File: src/rtl/icap_reg_reader_spartan6.sv
// -----------------------------------------------------------------------------
// icap_reg_reader_spartan6
//
// Reads one Spartan-6 configuration register (STAT, BOOTSTS, GENERAL1..5, ...)
// through the ICAP. This is the read-side partner of the multiboot writer.
// The block syncs the ICAP, sends a Type-1 read header for REG_ADDR, and
// switches the port to read mode. It captures one 16-bit word, then
// desyncs the ICAP.
//
// Ports
//   CLK         ICAP clock (same clock as the multiboot writer, <= 20 MHz)
//   MBT_RESET   synchronous active-high reset
//   RD_REQ      start request, sampled only while idle
//   REG_ADDR    configuration register address, latched on acceptance
//   BUSY        high from the cycle after acceptance until DONE
//   DONE        one-cycle pulse; RD_DATA is valid here and holds until the
//               next DONE
//   RD_DATA     captured register value in normal bit order
//   ICAP_CE     ICAP CE, active low (registered)
//   ICAP_WRITE  ICAP WRITE, 0 = write, 1 = read (registered)
//   ICAP_I      ICAP data in, bits reversed within each byte (registered)
//   ICAP_O      ICAP data out, bits reversed within each byte
//
// Parameter
//   RD_WAIT     cycles CE is held low in read mode before O is captured (1..15)
//
// Build option
//   ICAP_INST_EN  when defined, an ICAP_SPARTAN6 primitive is instantiated
//                 inside this block and fed from the registered pins. Its O
//                 output is the capture source and the ICAP_O port is ignored.
//                 The ICAP_* outputs still mirror the pins for debug.
// -----------------------------------------------------------------------------
module icap_reg_reader_spartan6 #(
   parameter int RD_WAIT = 3
) (
   input  logic        CLK,
   input  logic        MBT_RESET,
   input  logic        RD_REQ,
   input  logic [5:0]  REG_ADDR,
   output logic        BUSY,
   output logic        DONE,
   output logic [15:0] RD_DATA,
   output logic        ICAP_CE,
   output logic        ICAP_WRITE,
   output logic [15:0] ICAP_I,
   input  logic [15:0] ICAP_O
);

   localparam logic [3:0] WAIT_LAST = 4'(RD_WAIT - 1);

   typedef enum logic [4:0] {
      ST_IDLE    = 5'd0,
      ST_DUMMY   = 5'd1,
      ST_SYNC1   = 5'd2,
      ST_SYNC2   = 5'd3,
      ST_NOOP_A  = 5'd4,
      ST_HDR     = 5'd5,
      ST_NOOP_B  = 5'd6,
      ST_NOOP_C  = 5'd7,
      ST_ABORT1  = 5'd8,
      ST_TO_RD   = 5'd9,
      ST_RD_WAIT = 5'd10,
      ST_TO_WR1  = 5'd11,
      ST_TO_WR2  = 5'd12,
      ST_DSY_H   = 5'd13,
      ST_DSY_L   = 5'd14,
      ST_NOOP_D  = 5'd15,
      ST_NOOP_E  = 5'd16,
      ST_FIN     = 5'd17
   } state_t;

   state_t      state;
   logic [5:0]  addr_q;
   logic [3:0]  wait_cnt;
   logic        ce_dec;
   logic        wr_dec;
   logic [15:0] din_dec;
   logic [15:0] hdr;
   logic [15:0] cap_src;

   // The ICAP reverses the bit order inside each byte on both I and O.
   function automatic logic [15:0] rev_bytes(input logic [15:0] d);
      logic [15:0] r;
      for (int i = 0; i < 8; i++) begin
         r[i]     = d[7 - i];
         r[8 + i] = d[15 - i];
      end
      return r;
   endfunction

   // Type-1 packet, read opcode, one word.
   assign hdr = {3'b001, 2'b01, addr_q, 5'd1};

`ifdef ICAP_INST_EN
   logic [15:0] icap_o_prim;
   logic        icap_busy_prim;

   ICAP_SPARTAN6 u_icap (
      .BUSY  (icap_busy_prim),
      .O     (icap_o_prim),
      .CE    (ICAP_CE),
      .CLK   (CLK),
      .I     (ICAP_I),
      .WRITE (ICAP_WRITE)
   );

   assign cap_src = icap_o_prim;
`else
   assign cap_src = ICAP_O;
`endif

   // Stage 0: per-state pin values. Encodings outside the enum decode as idle.
   always_comb begin
      ce_dec  = 1'b1;
      wr_dec  = 1'b1;
      din_dec = 16'hFFFF;
      case (state)
         ST_DUMMY:   begin ce_dec = 1'b0; wr_dec = 1'b0; din_dec = 16'hFFFF; end
         ST_SYNC1:   begin ce_dec = 1'b0; wr_dec = 1'b0; din_dec = 16'hAA99; end
         ST_SYNC2:   begin ce_dec = 1'b0; wr_dec = 1'b0; din_dec = 16'h5566; end
         ST_NOOP_A:  begin ce_dec = 1'b0; wr_dec = 1'b0; din_dec = 16'h2000; end
         ST_HDR:     begin ce_dec = 1'b0; wr_dec = 1'b0; din_dec = hdr;      end
         ST_NOOP_B:  begin ce_dec = 1'b0; wr_dec = 1'b0; din_dec = 16'h2000; end
         ST_NOOP_C:  begin ce_dec = 1'b0; wr_dec = 1'b0; din_dec = 16'h2000; end
         // CE goes high before WRITE flips to read.
         ST_ABORT1:  begin ce_dec = 1'b1; wr_dec = 1'b0; din_dec = 16'h2000; end
         ST_TO_RD:   begin ce_dec = 1'b1; wr_dec = 1'b1; din_dec = 16'h2000; end
         ST_RD_WAIT: begin ce_dec = 1'b0; wr_dec = 1'b1; din_dec = 16'hFFFF; end
         ST_TO_WR1:  begin ce_dec = 1'b1; wr_dec = 1'b1; din_dec = 16'hFFFF; end
         ST_TO_WR2:  begin ce_dec = 1'b1; wr_dec = 1'b0; din_dec = 16'hFFFF; end
         ST_DSY_H:   begin ce_dec = 1'b0; wr_dec = 1'b0; din_dec = 16'h30A1; end
         ST_DSY_L:   begin ce_dec = 1'b0; wr_dec = 1'b0; din_dec = 16'h000D; end
         ST_NOOP_D:  begin ce_dec = 1'b0; wr_dec = 1'b0; din_dec = 16'h2000; end
         ST_NOOP_E:  begin ce_dec = 1'b0; wr_dec = 1'b0; din_dec = 16'h2000; end
         default:    begin ce_dec = 1'b1; wr_dec = 1'b1; din_dec = 16'hFFFF; end
      endcase
   end

   // Stage 1: registered pins, sequencer and handshake.
   always_ff @(posedge CLK) begin
      if (MBT_RESET) begin
         state      <= ST_IDLE;
         addr_q     <= 6'd0;
         wait_cnt   <= 4'd0;
         ICAP_CE    <= 1'b1;
         ICAP_WRITE <= 1'b1;
         ICAP_I     <= 16'hFFFF;
         BUSY       <= 1'b0;
         DONE       <= 1'b0;
         RD_DATA    <= 16'd0;
      end else begin
         ICAP_CE    <= ce_dec;
         ICAP_WRITE <= wr_dec;
         ICAP_I     <= rev_bytes(din_dec);
         DONE       <= 1'b0;
         case (state)
            ST_IDLE: begin
               if (RD_REQ) begin
                  addr_q <= REG_ADDR;
                  BUSY   <= 1'b1;
                  state  <= ST_DUMMY;
               end
            end
            ST_DUMMY:  state <= ST_SYNC1;
            ST_SYNC1:  state <= ST_SYNC2;
            ST_SYNC2:  state <= ST_NOOP_A;
            ST_NOOP_A: state <= ST_HDR;
            ST_HDR:    state <= ST_NOOP_B;
            ST_NOOP_B: state <= ST_NOOP_C;
            ST_NOOP_C: state <= ST_ABORT1;
            ST_ABORT1: state <= ST_TO_RD;
            ST_TO_RD: begin
               wait_cnt <= 4'd0;
               state    <= ST_RD_WAIT;
            end
            ST_RD_WAIT: begin
               if (wait_cnt == WAIT_LAST) begin
                  RD_DATA <= rev_bytes(cap_src);
                  state   <= ST_TO_WR1;
               end else begin
                  wait_cnt <= wait_cnt + 4'd1;
               end
            end
            ST_TO_WR1: state <= ST_TO_WR2;
            ST_TO_WR2: state <= ST_DSY_H;
            ST_DSY_H:  state <= ST_DSY_L;
            ST_DSY_L:  state <= ST_NOOP_D;
            ST_NOOP_D: state <= ST_NOOP_E;
            ST_NOOP_E: state <= ST_FIN;
            ST_FIN: begin
               DONE  <= 1'b1;
               BUSY  <= 1'b0;
               state <= ST_IDLE;
            end
            default: begin
               BUSY  <= 1'b0;
               state <= ST_IDLE;
            end
         endcase
      end
   end

endmodule

File: config.mk
export PLATFORM = sky130hd
export DESIGN_NAME = icap_reg_reader_spartan6
export DESIGN_NICKNAME = d
export VERILOG_FILES = /design/src/rtl/icap_reg_reader_spartan6.sv
export SDC_FILE = /design/constraint.sdc
export NUM_CORES = 1
export LEC_CHECK = 0
export ABC_AREA = 1
export CORE_AREA = 4 4 97 99
export DETAILED_ROUTE_END_ITERATION = 8
export DIE_AREA = 0 0 101 103
export PLACE_DENSITY = 0.46
export SETUP_SLACK_MARGIN = 0.02
export SLEW_MARGIN = 5
export SYNTH_ARGS = -nofsm -noshare
export SYNTH_HDL_FRONTEND = slang
export SYNTH_SLANG_ARGS = --single-unit
export TNS_END_PERCENT = 20
File: constraint.sdc
create_clock -name CLK -period 1.6 [get_ports CLK]
set_input_delay 0.16 -clock CLK [delete_from_list [all_inputs] [get_ports CLK]]
set_output_delay 0.16 -clock CLK [all_outputs]
set_load 0.02 [all_outputs]
* Yosys cells after proc, flatten, opt, wreduce, memory -nomap -nowiden *
Index checks and enable logic that the tools add are counted.
W data, S select, Z words.

storage, ports and cells
  bits of input ports = 25
  register bits after elaboration = 51
  output and inout port bits = 36

cells by class
  equal/unequal tests = 21
  $add $sub $neg = 1
  bitwise operators = 1
  reduce and logical (&&, ||, !) cells = 11
  muxes and demuxes = 11

operators with widths
  operator               count
  $pmux W16 S6           1
  $pmux W5 S17           1
  $eq A5 B4 Y1 const B   8
  $eq A5 B3 Y1 const B   4
  $reduce_or A16 Y1      1
  $reduce_or A13 Y1      1
  $reduce_or A12 Y1      1
  $eq A5 B2 Y1 const B   2
  $eq A5 B5 Y1 const B   2
  $mux W5                2
  $reduce_and A2 Y1      5
  $pmux W4 S2            1
  $reduce_or A7 Y1       1
  $ne A2 B2 Y1 const B   3
  $eq A5 B1 Y1 const B   1
  $logic_not A5 Y1       1
  $add A4 B1 Y4 const B  1
  $eq A4 B2 Y1 const B   1
  $mux W1                4
  $mux W4                1
  $pmux W1 S2            1
  $reduce_bool A2 Y1     1
  $not A1 Y1             1

* Logic depth before layout (Yosys ltp) *
Gate-level depths: netlist (run 1).

  depth after elaboration = 4
  gate-level depth with buffers = 11
  mapped depth without buffers = 10

* Worst setup path before layout (run 1) *
OpenSTA, ideal clock, no wires.

  kind = flip-flop to flip-flop
  start point = register state[0]
  end point = register ICAP_I[9]
  cell stages (with the launch flop) = 11
  buffers on the path = 1
  setup slack = 244 ps
  data arrival time = 1213 ps
  data required time = 1457 ps
  path through = dfxtp_1 > inv_1 > nor2_1 > nand2_1 > nor2_2 > nand2_2 > nand2_2 > nor2_1 > nand2_2 > buf_6 > nand3_1

between the ends
  cells in the longest elaborated chain, start to end = 3
  elaborated cells between the ends (all ways) = 14

ends and longest elaborated chain
  what                                        RTL line  text
  start: declaration                          72        state_t state;
  start signal: assignment                    142       state <= ST_IDLE;
  start signal: assignment                    161       state <= ST_DUMMY;
  start signal: assignment                    164       ST_DUMMY: state <= ST_SYNC1;
  $eq A5 B5 Y1, or another cell as far along  117       case (state)
  $reduce_or A7 Y1 (no source line)           n/a
  $pmux W16 S6 (*)                            117
  end signal: assignment                      154       ICAP_I <= rev_bytes(din_dec);
  end: declaration                            45        output logic [15:0] ICAP_I,

Mark *: on every way between the ends. The rest lies on a longest branch, timed or not.
A chain may end at the register's enable or synchronous reset.

* Worst setup path in the final report (run 1) *
  start point = register state[2]
  end point = register ICAP_I[0]

Same word-level chain as after synthesis.

==> results by group, run 1 <==
Global route
  • Overall routing resource usage: 10.63%
  • Number of antenna violations at the first check in global routing: 0
  • Via count of the first global-routing pass: 1,843
  • Leftover overflow at the end of global routing: 0
  • Wire length of the first global-routing pass: 8.790 mm
  • Largest net degree at the start of global routing: 32

STA
  • Total negative slack for setup checks: 0 ns
  • Fmax achieved: approximately 0.67 GHz
  • Normalized max-slew margin: 73.80%
  • Unrepaired setup endpoints after global routing: yes
  • Final-report setup violation count: 0
  • Min cycle time layout: 1.482 ns
  • Largest clock skew in the final design: roughly 0.0066 ns
  • Post-route worst hold slack: 0.4654 ns
  • Max Slew Vio Count: 0
  • Final period utilization: 92.62%
  • Number of failing hold endpoints at the final stage: 0
  • Transition time at the pin with the least slew margin: 0.3926 ns

Critical path
  • Beginning of the worst register-to-register path: state[2]
  • Worst setup path endpoint: ICAP_I[0]
  • Depth of the critical timing path with buffers and inverters included: 10
  • Crit path arrival time: 1.73 ns
  • Startpoint kind of the worst setup timing path: register
  • Stage delay of the slowest cell on the critical path: between 0.3 and 0.4 ns
  • Worst-path fanout max: 11
  • Worst setup path class: register to register
  • Setup crit end kind: register
  • Count of buffer and inverter cells on the critical path: 2
  • Crit path cell chain: inv_2 -> nand2_2 -> inv_1 -> nand2_2 -> nand2_1 -> nor2_2 -> nand2_2 -> nor2_2 -> nand2_4 -> nand3_1
  • Length in cells of the worst reg-to-reg path: 10
  • Capture point of the worst reg-to-reg path: ICAP_I[0]
  • Critical path's most frequent cell: nand2_2
  • CP required: approximately 1.8 ns
  • Cell type of the slowest stage on the worst timing path: dfxtp_2
  • Worst R2R Setup Slack: roughly 0.12 ns
  • Startpoint of the most critical setup path: state[2]
  • Crit path max-delay family: simple AND/OR/NAND/NOR gates

Synthesis
  • Portion of the post-synthesis area used by sequential elements: 46.95%
  • Cell area after synthesis: 0.002090 sq mm
  • Commonest cells in the netlist: nor2_1, dfxtp_1, nand2_1
  • Area contributors post-synth: dfxtp_1, nor2_1, o21ai_0, nand2_1, inv_1
  • Leading cell type by number of instances after synthesis: nor2_1
  • Post-synthesis mux area share: 0%
  • EDFF count, synth: 0
  • Synthesized-area fraction occupied by xor and xnor cells: 0%
  • Netlist cell types: 24
  • Area fraction in compound gates after synthesis: 11.14%
  • Async SR Flop Fraction: 0%
  • Post-synthesis net count: ~310
  • Post-synth top area cell: dfxtp_1
  • Synth warn: 0
  • Register bit count reported by yosys: between 40 and 50
  • Post-Synthesis Mean Instance Area: 7.436 sq um
  • Top cell type's share of synthesized area: 46.95%
  • Simple-gate area share of the yosys netlist: 32.63%
  • Combinational family with the most area after synthesis: simple AND/OR/NAND/NOR gates
  • Post-Synth Adder-Cell Area: 1.198%
  • Cells after synthesis: between 200 and 300
  • Ys flop type: dfxtp_1

Place
  • Half-perimeter wire length of the detailed placement result: 4.227 mm
  • Placed instance area: 0.002861 sq mm
  • Final weighted congestion in routability-driven placement: between 0.9 and 1
  • IO buf count: 60

Power
  • Power Density: ~990 mW/mm^2
  • Sequential Power Share: 47.0%
  • Switching share of total power: 31.71%
  • Leakage power total: 0.001260 uW
  • Peak ir drop on the vdd network: 0.0004231 V
  • Proportion of power drawn by combinational gates: 26.9%
  • Portion of total power attributed to the clock network: 26.0%
  • Switching Power: 946.0 uW
  • Internal power: 2037 uW

Detailed routing
  • Total wire length after detailed routing: 5.565 mm
  • Number of DRC markers after the initial detailed-route iteration: 87
  • Remaining number of nets flagged by the antenna check after routing: 0
  • Wirelength per Cell: between 10 and 15 microns
  • Post-detailed-route DRC marker count: 0
  • DR pass1 iterations: 4
  • Drt via density: about 4.3
  • Via total after detailed routing: 1,970

Floorplan
  • Die area: roughly 0.010 sq mm
  • Count of boundary I/O pins: 61
  • Effective utilization at floorplan: 24.44%
  • Rows: 34
  • Placeable core area: 0.008551 sq mm
  • Die W: 101 microns
  • Die Span Y: 103 microns

Clock network
  • Reg clk slew, reported paths: roughly 0.09 ns
  • Inserted Clock Buffers: 5
  • Maximum count of clock buffers along a single path: 2
  • Skew-Pair Late Insertion Delay: ~0.30 ns
  • Clock tree from TritonCTS: built
  • CTS root buf: clkbuf_8
  • Sink Count: 49
  • H-tree depth: 2

Final layout
  • P&R area growth vs syn: 44.67%
  • Summed area of non-filler cells in the final layout: 0.003023 sq mm
  • Number of diodes: 0
  • Share of final-layout standard cells stronger than drive strength 1: a little under a fifth
  • Fill cell count: slightly above 900
  • Final nets: 377
  • Final Util: 35.35%

Flow run
  • Max-cap viol count: 0

Run status
  • Outcome: finished clean

Worst hold path
  • Path category of the worst min-delay check: register to register
-- worst min path at each step --
stage                     startpoint         end  depth (start not counted)
after global routing       ICAP_O[7]  RD_DATA[0]                          3
after floorplan            MBT_RESET    state[1]                          1
after detailed placement        BUSY        BUSY                          2
final                           BUSY        BUSY                          2
after CTS                  ICAP_O[7]  RD_DATA[0]                          3
after global placement          BUSY        BUSY                          2
-- logic make-up (layout without fill, tap and decap cells) --
group | after synthesis | after routing
AOI/OAI and AO/OA | 44 | 44
adders and majority gates | 2 | 2
DFF | 49 | 49
buffers and inverters | 39 | 109
and+or+nand+nor | 147 | 147
-- metal layers --
metal	track usage [%]	routed length (microns)
met1	13.90	2707
met2	17.47	2438
met5	0	0
met4	2.761	37
met3	2.842	381
-- worst register-to-register path: cells and delay by family (launching register included) --
| family | cells | cell delay (ns) |
|---|---|---|
| buf+inv | 2 | 0.13 |
| flops | 1 | 0.38 |
| simple gates | 8 | 0.89 |
-- final cells by class --
type	count	area, sq um	area share, %
sequential	49	985.9	32.62
timing repair buffer	71	708.2	23.43
clock inverter	2	13.76	0.4553
tap	108	135.1	4.470
inverter	30	115.1	3.808
multi-input combinational	193	982.2	32.49
clock buffer	6	82.58	2.732
-- sequential cells by signal, indices dropped and copies added (netlist names) --
signal and cells:
BUSY 1, DONE 1, ICAP_CE 1, ICAP_I 14, ICAP_WRITE 1, RD_DATA 16
addr_q 6, state 5, wait_cnt 4
-- cell usage in the layout, fill, tap and decap left out, drive strengths merged --
cell type	instances
nor2	81
clkdlybuf4s50	60
dfxtp	49
nand2	39
inv	30
o21ai	29
nand3	23
a21oi	12
buf	11
clkbuf	6
nor3	2
ha	2
clkinv	2
nand3b	1
o211ai	1
a41o	1
nor4	1
a31oi	1
-- power groups by stage --
stage,Combinational [uW],Clock [uW],Sequential [uW]
6_report,803,777,1400
5_1_grt,886,844,1420
4_1_cts,784,814,1400
3_5_place_dp,775,0,1430
3_3_place_gp,787,0,1420
2_1_floorplan,378,0,1510
-- stage by stage --
step                      power, uW  std cells  worst slack [ns]
after floorplan                1889        281            0.2439
final                          2983        459            0.1181
after global routing           3148        459           0.02240
after global placement         2212        449          -0.09223
after detailed placement       2200        449          -0.03520
after CTS                      2995        457           0.03051
-- what timing repair did --
| item | CTS | global route |
|---|---|---|
| pin swaps | 1 | 1 |
| hold buffers | 0 | 0 |
| gates resized for setup | 1 | 19 |
| setup buffers | 0 | 2 |
| endpoints found under the setup margin | 11 | 38 |
Note: power is estimated with default switching activity, not from simulation.
==> run 2: changes to the inputs <==
- ABC_AREA: 1 -> unset
==> run 2 against run 1 <==
Core utilization decreased by 0.31 points. Synthesized cell count decreased by 14%. Wire length decreased by 4.2%. Sequential share of layout area up 0.20 points. Sequential power fell by 7%. First-iteration DRC count down 41%. Clock power is 4.8% lower. Hold slack worse by 0.066 ns. Critical path type unchanged. Highest routed layer unchanged.
==> results by group, run 2 <==
Run status
  • Outcome: finished clean (unchanged)

Synthesis
  • Post-synth top area cell: dfxtp_1 (unchanged)
  • Cells after synthesis: 243 (was 281)
  • Cell area after synthesis: 0.002078 sq mm (was 0.002090 sq mm)
  • Commonest cells in the netlist: nand2_1, dfxtp_1, a21oi_1 (was nor2_1, dfxtp_1, nand2_1)
  • Register bit count reported by yosys: 49 (unchanged)
  • Synth warn: 0 (unchanged)
  • Post-synthesis net count: 270 (was 308)
  • Top cell type's share of synthesized area: 47.20% (was 46.95%)
  • Portion of the post-synthesis area used by sequential elements: 47.20% (was 46.95%)
  • Area contributors post-synth: dfxtp_1, nand2_1, a21oi_1, mux2i_1, nor2_1 (was dfxtp_1, nor2_1, o21ai_0, nand2_1, inv_1)
  • EDFF count, synth: 0 (unchanged)
  • Netlist cell types: 43 (was 24)
  • Async SR Flop Fraction: 0% (unchanged)
  • Ys flop type: dfxtp_1 (unchanged)
  • Post-Synthesis Mean Instance Area: 8.552 sq um (was 7.436 sq um)
  • Leading cell type by number of instances after synthesis: nand2_1 (was nor2_1)

Place
  • Half-perimeter wire length of the detailed placement result: 4.054 mm (was 4.227 mm)
  • IO buf count: 60 (unchanged)
  • Final weighted congestion in routability-driven placement: 0.7740 (was 0.9023)

Detailed routing
  • Post-detailed-route DRC marker count: 0 (unchanged)
  • Via total after detailed routing: 1,823 (was 1,970)
  • Remaining number of nets flagged by the antenna check after routing: 0 (unchanged)
  • Total wire length after detailed routing: 5.331 mm (was 5.565 mm)
  • Wirelength per Cell: 12.63 microns (was 12.12 microns)
  • DR pass1 iterations: 4 (unchanged)
  • Drt via density: 4.320 (was 4.292)
  • Number of DRC markers after the initial detailed-route iteration: 51 (was 87)

Floorplan
  • Die Span Y: 103 microns (unchanged)
  • Placeable core area: 0.008551 sq mm (unchanged)
  • Die W: 101 microns (unchanged)
  • Rows: 34 (unchanged)
  • Die area: 0.01040 sq mm (unchanged)
  • Count of boundary I/O pins: 61 (unchanged)
  • Effective utilization at floorplan: 24.30% (was 24.44%)

STA
  • Min cycle time layout: 1.531 ns (was 1.482 ns)
  • Unrepaired setup endpoints after global routing: yes (unchanged)
  • Max Slew Vio Count: 0 (unchanged)
  • Post-route worst hold slack: 0.3994 ns (was 0.4654 ns)
  • Total negative slack for setup checks: 0 ns (unchanged)
  • Final period utilization: 95.66% (was 92.62%)
  • Final-report setup violation count: 0 (unchanged)
  • Number of failing hold endpoints at the final stage: 0 (unchanged)
  • Normalized max-slew margin: 59.39% (was 73.80%)
  • Fmax achieved: 0.6534 GHz (was 0.6748 GHz)
  • Transition time at the pin with the least slew margin: 0.6055 ns (was 0.3926 ns)
  • Largest clock skew in the final design: 0.009168 ns (was 0.006618 ns)

Clock network
  • Sink Count: 49 (unchanged)
  • # hold bufs at CTS: 0 (unchanged)
  • H-tree depth: 2 (unchanged)
  • Skew-Pair Late Insertion Delay: 0.30 ns (about the same)
  • CTS root buf: clkbuf_8 (unchanged)
  • Maximum count of clock buffers along a single path: 2 (unchanged)
  • Reg clk slew, reported paths: 0.10 ns (was 0.09 ns)
  • Clock tree from TritonCTS: built (unchanged)
  • Inserted Clock Buffers: 5 (unchanged)

Critical path
  • Setup crit end kind: register (unchanged)
  • Worst setup path class: register to register (unchanged)
  • CP required: 1.85 ns (was 1.84 ns)
  • Crit path arrival time: 1.78 ns (was 1.73 ns)
  • Worst-path fanout max: 8 (was 11)
  • Startpoint kind of the worst setup timing path: register (unchanged)

Final layout
  • Multi-input gate area in the final layout: 987.2 sq um (was 982.2 sq um)
  • Most frequent cells in the layout: clkdlybuf4s50_1, nand2_1, dfxtp_1 (was nor2_1, clkdlybuf4s50_1, dfxtp_1)
  • Final nets: 340 (was 377)
  • Fill cell count: 928 (was 924)
  • P&R area growth vs syn: 44.19% (was 44.67%)
  • Share of final-layout standard cells stronger than drive strength 1: 14.33% (was 18.23%)
  • Biggest regs: RD_DATA: 16 flops, ICAP_I: 14 flops, addr_q: 6 flops (unchanged)
  • Number of diodes: 0 (unchanged)
  • Area taken by flip-flops and latches: 983.4 sq um (was 985.9 sq um)
  • Most common cell after layout, fill and taps aside: clkdlybuf4s50_1 (was nor2_1)
  • Flip-flop count of the largest register after layout: 16 (unchanged)
  • Largest register by flop count: RD_DATA (unchanged)

Global route
  • Largest net degree at the start of global routing: 29 (was 32)
  • Overall routing resource usage: 10.38% (was 10.63%)
  • Via count of the first global-routing pass: 1,719 (was 1,843)
  • Leftover overflow at the end of global routing: 0 (unchanged)
  • Wire length of the first global-routing pass: 8.507 mm (was 8.790 mm)
  • Number of antenna violations at the first check in global routing: 0 (unchanged)

Power
  • Peak ir drop on the vdd network: 0.0003280 V (was 0.0004231 V)
  • Leakage power total: 0.001121 uW (was 0.001260 uW)
  • Power Density: 810.4 mW/mm^2 (was 986.9 mW/mm^2)

Worst hold path
  • Path category of the worst min-delay check: input port to register (was register to register)

Flow run
  • Max-cap viol count: 0 (unchanged)
-- run 2: cell count changes after synthesis, moves of 8 or more --
| cell | change |
|---|---|
| nand2_2 | -8 |
| nand2_1 | +23 |
| buf_2 | +8 |
| inv_1 | -19 |
| a21oi_1 | +11 |
| o21ai_0 | -19 |
| nor2_1 | -59 |
| nand3_1 | -9 |
-- run 2: area by class of cell --
cell class	count	area share (%)
multi-input combinational	170	32.94
sequential	49	32.82
timing repair buffer	83	26.22
tap	108	4.509
clock buffer	5	2.296
clock inverter	3	0.7098
inverter	4	0.5010
-- run 2: worst max-delay path: stages, from the launching register on --
cell      delay (ns)
dfxtp_1         0.40
buf_4           0.20
nor4_4          0.06
a211oi_1        0.56
a21oi_4         0.17
nand2_1         0.10
-- run 2: metrics by stage --
| stage | std cells | setup WS [ns] | utilization, % | total power (uW) | area, sq um |
|---|---|---|---|---|---|
| 2_1_floorplan | 243 | 0.1704 | - | 1529 | 2078 |
| 3_3_place_gp | 414 | 0.09248 | 33.77 | 1722 | 2888 |
| 3_5_place_dp | 414 | 0.02771 | 33.77 | 1719 | 2888 |
| 4_1_cts | 422 | 0.08051 | 34.94 | 2481 | 2988 |
| 5_1_grt | 422 | 0.0006789 | 35.05 | 2566 | 2997 |
| 6_report | 422 | 0.06948 | 35.05 | 2429 | 2997 |
-- run 2: per-layer routing --
| layer | vias up | global-route usage (%) | wire length (microns) | part of all wire, % |
|---|---|---|---|---|
| met5 | - | 0 | 0 | 0 |
| met4 | 0 | 3.681 | 59 | 1.1 |
| li1 | 948 | - | - | - |
| met1 | 834 | 14.09 | 2574 | 48 |
| met2 | 36 | 15.95 | 2414 | 45 |
| met3 | 5 | 2.706 | 284 | 5.3 |
-- run 2: repair_timing --
action                     4_1_cts  5_1_grt
setup endpoints to repair       11       21
setup buffers                    0        0
resized for setup                2        4
-- run 2: cells by family after synthesis --
| kind of cell | count (synthesis) | synth area share, % |
|---|---|---|
| muxes | 7 | 3.372 |
| xor gates and xnor gates | 5 | 2.108 |
| buffers and inverters | 24 | 6.081 |
| adders and majority gates | 2 | 1.204 |
| and+or+nand+nor | 109 | 26.67 |
| AOI/OAI and AO/OA | 47 | 13.37 |
| DFF | 49 | 47.20 |
-- run 2: power breakdown --
group          internal (uW)  switching (uW)
combinational            209             184
sequential              1270            27.8
clock                    311             429
total                   1790             641
-- run 2: path summary, 6_finish.rpt --
kind	end	cells after the start	from	slack [ns]
hold reg to reg	ICAP_I[15]	2	addr_q[3]	0.45
setup / recovery	ICAP_I[11]	5	state[3]	0.07
setup reg to reg	ICAP_I[11]	5	state[3]	0.07
hold / removal	RD_DATA[10]	3	ICAP_O[13]	0.40
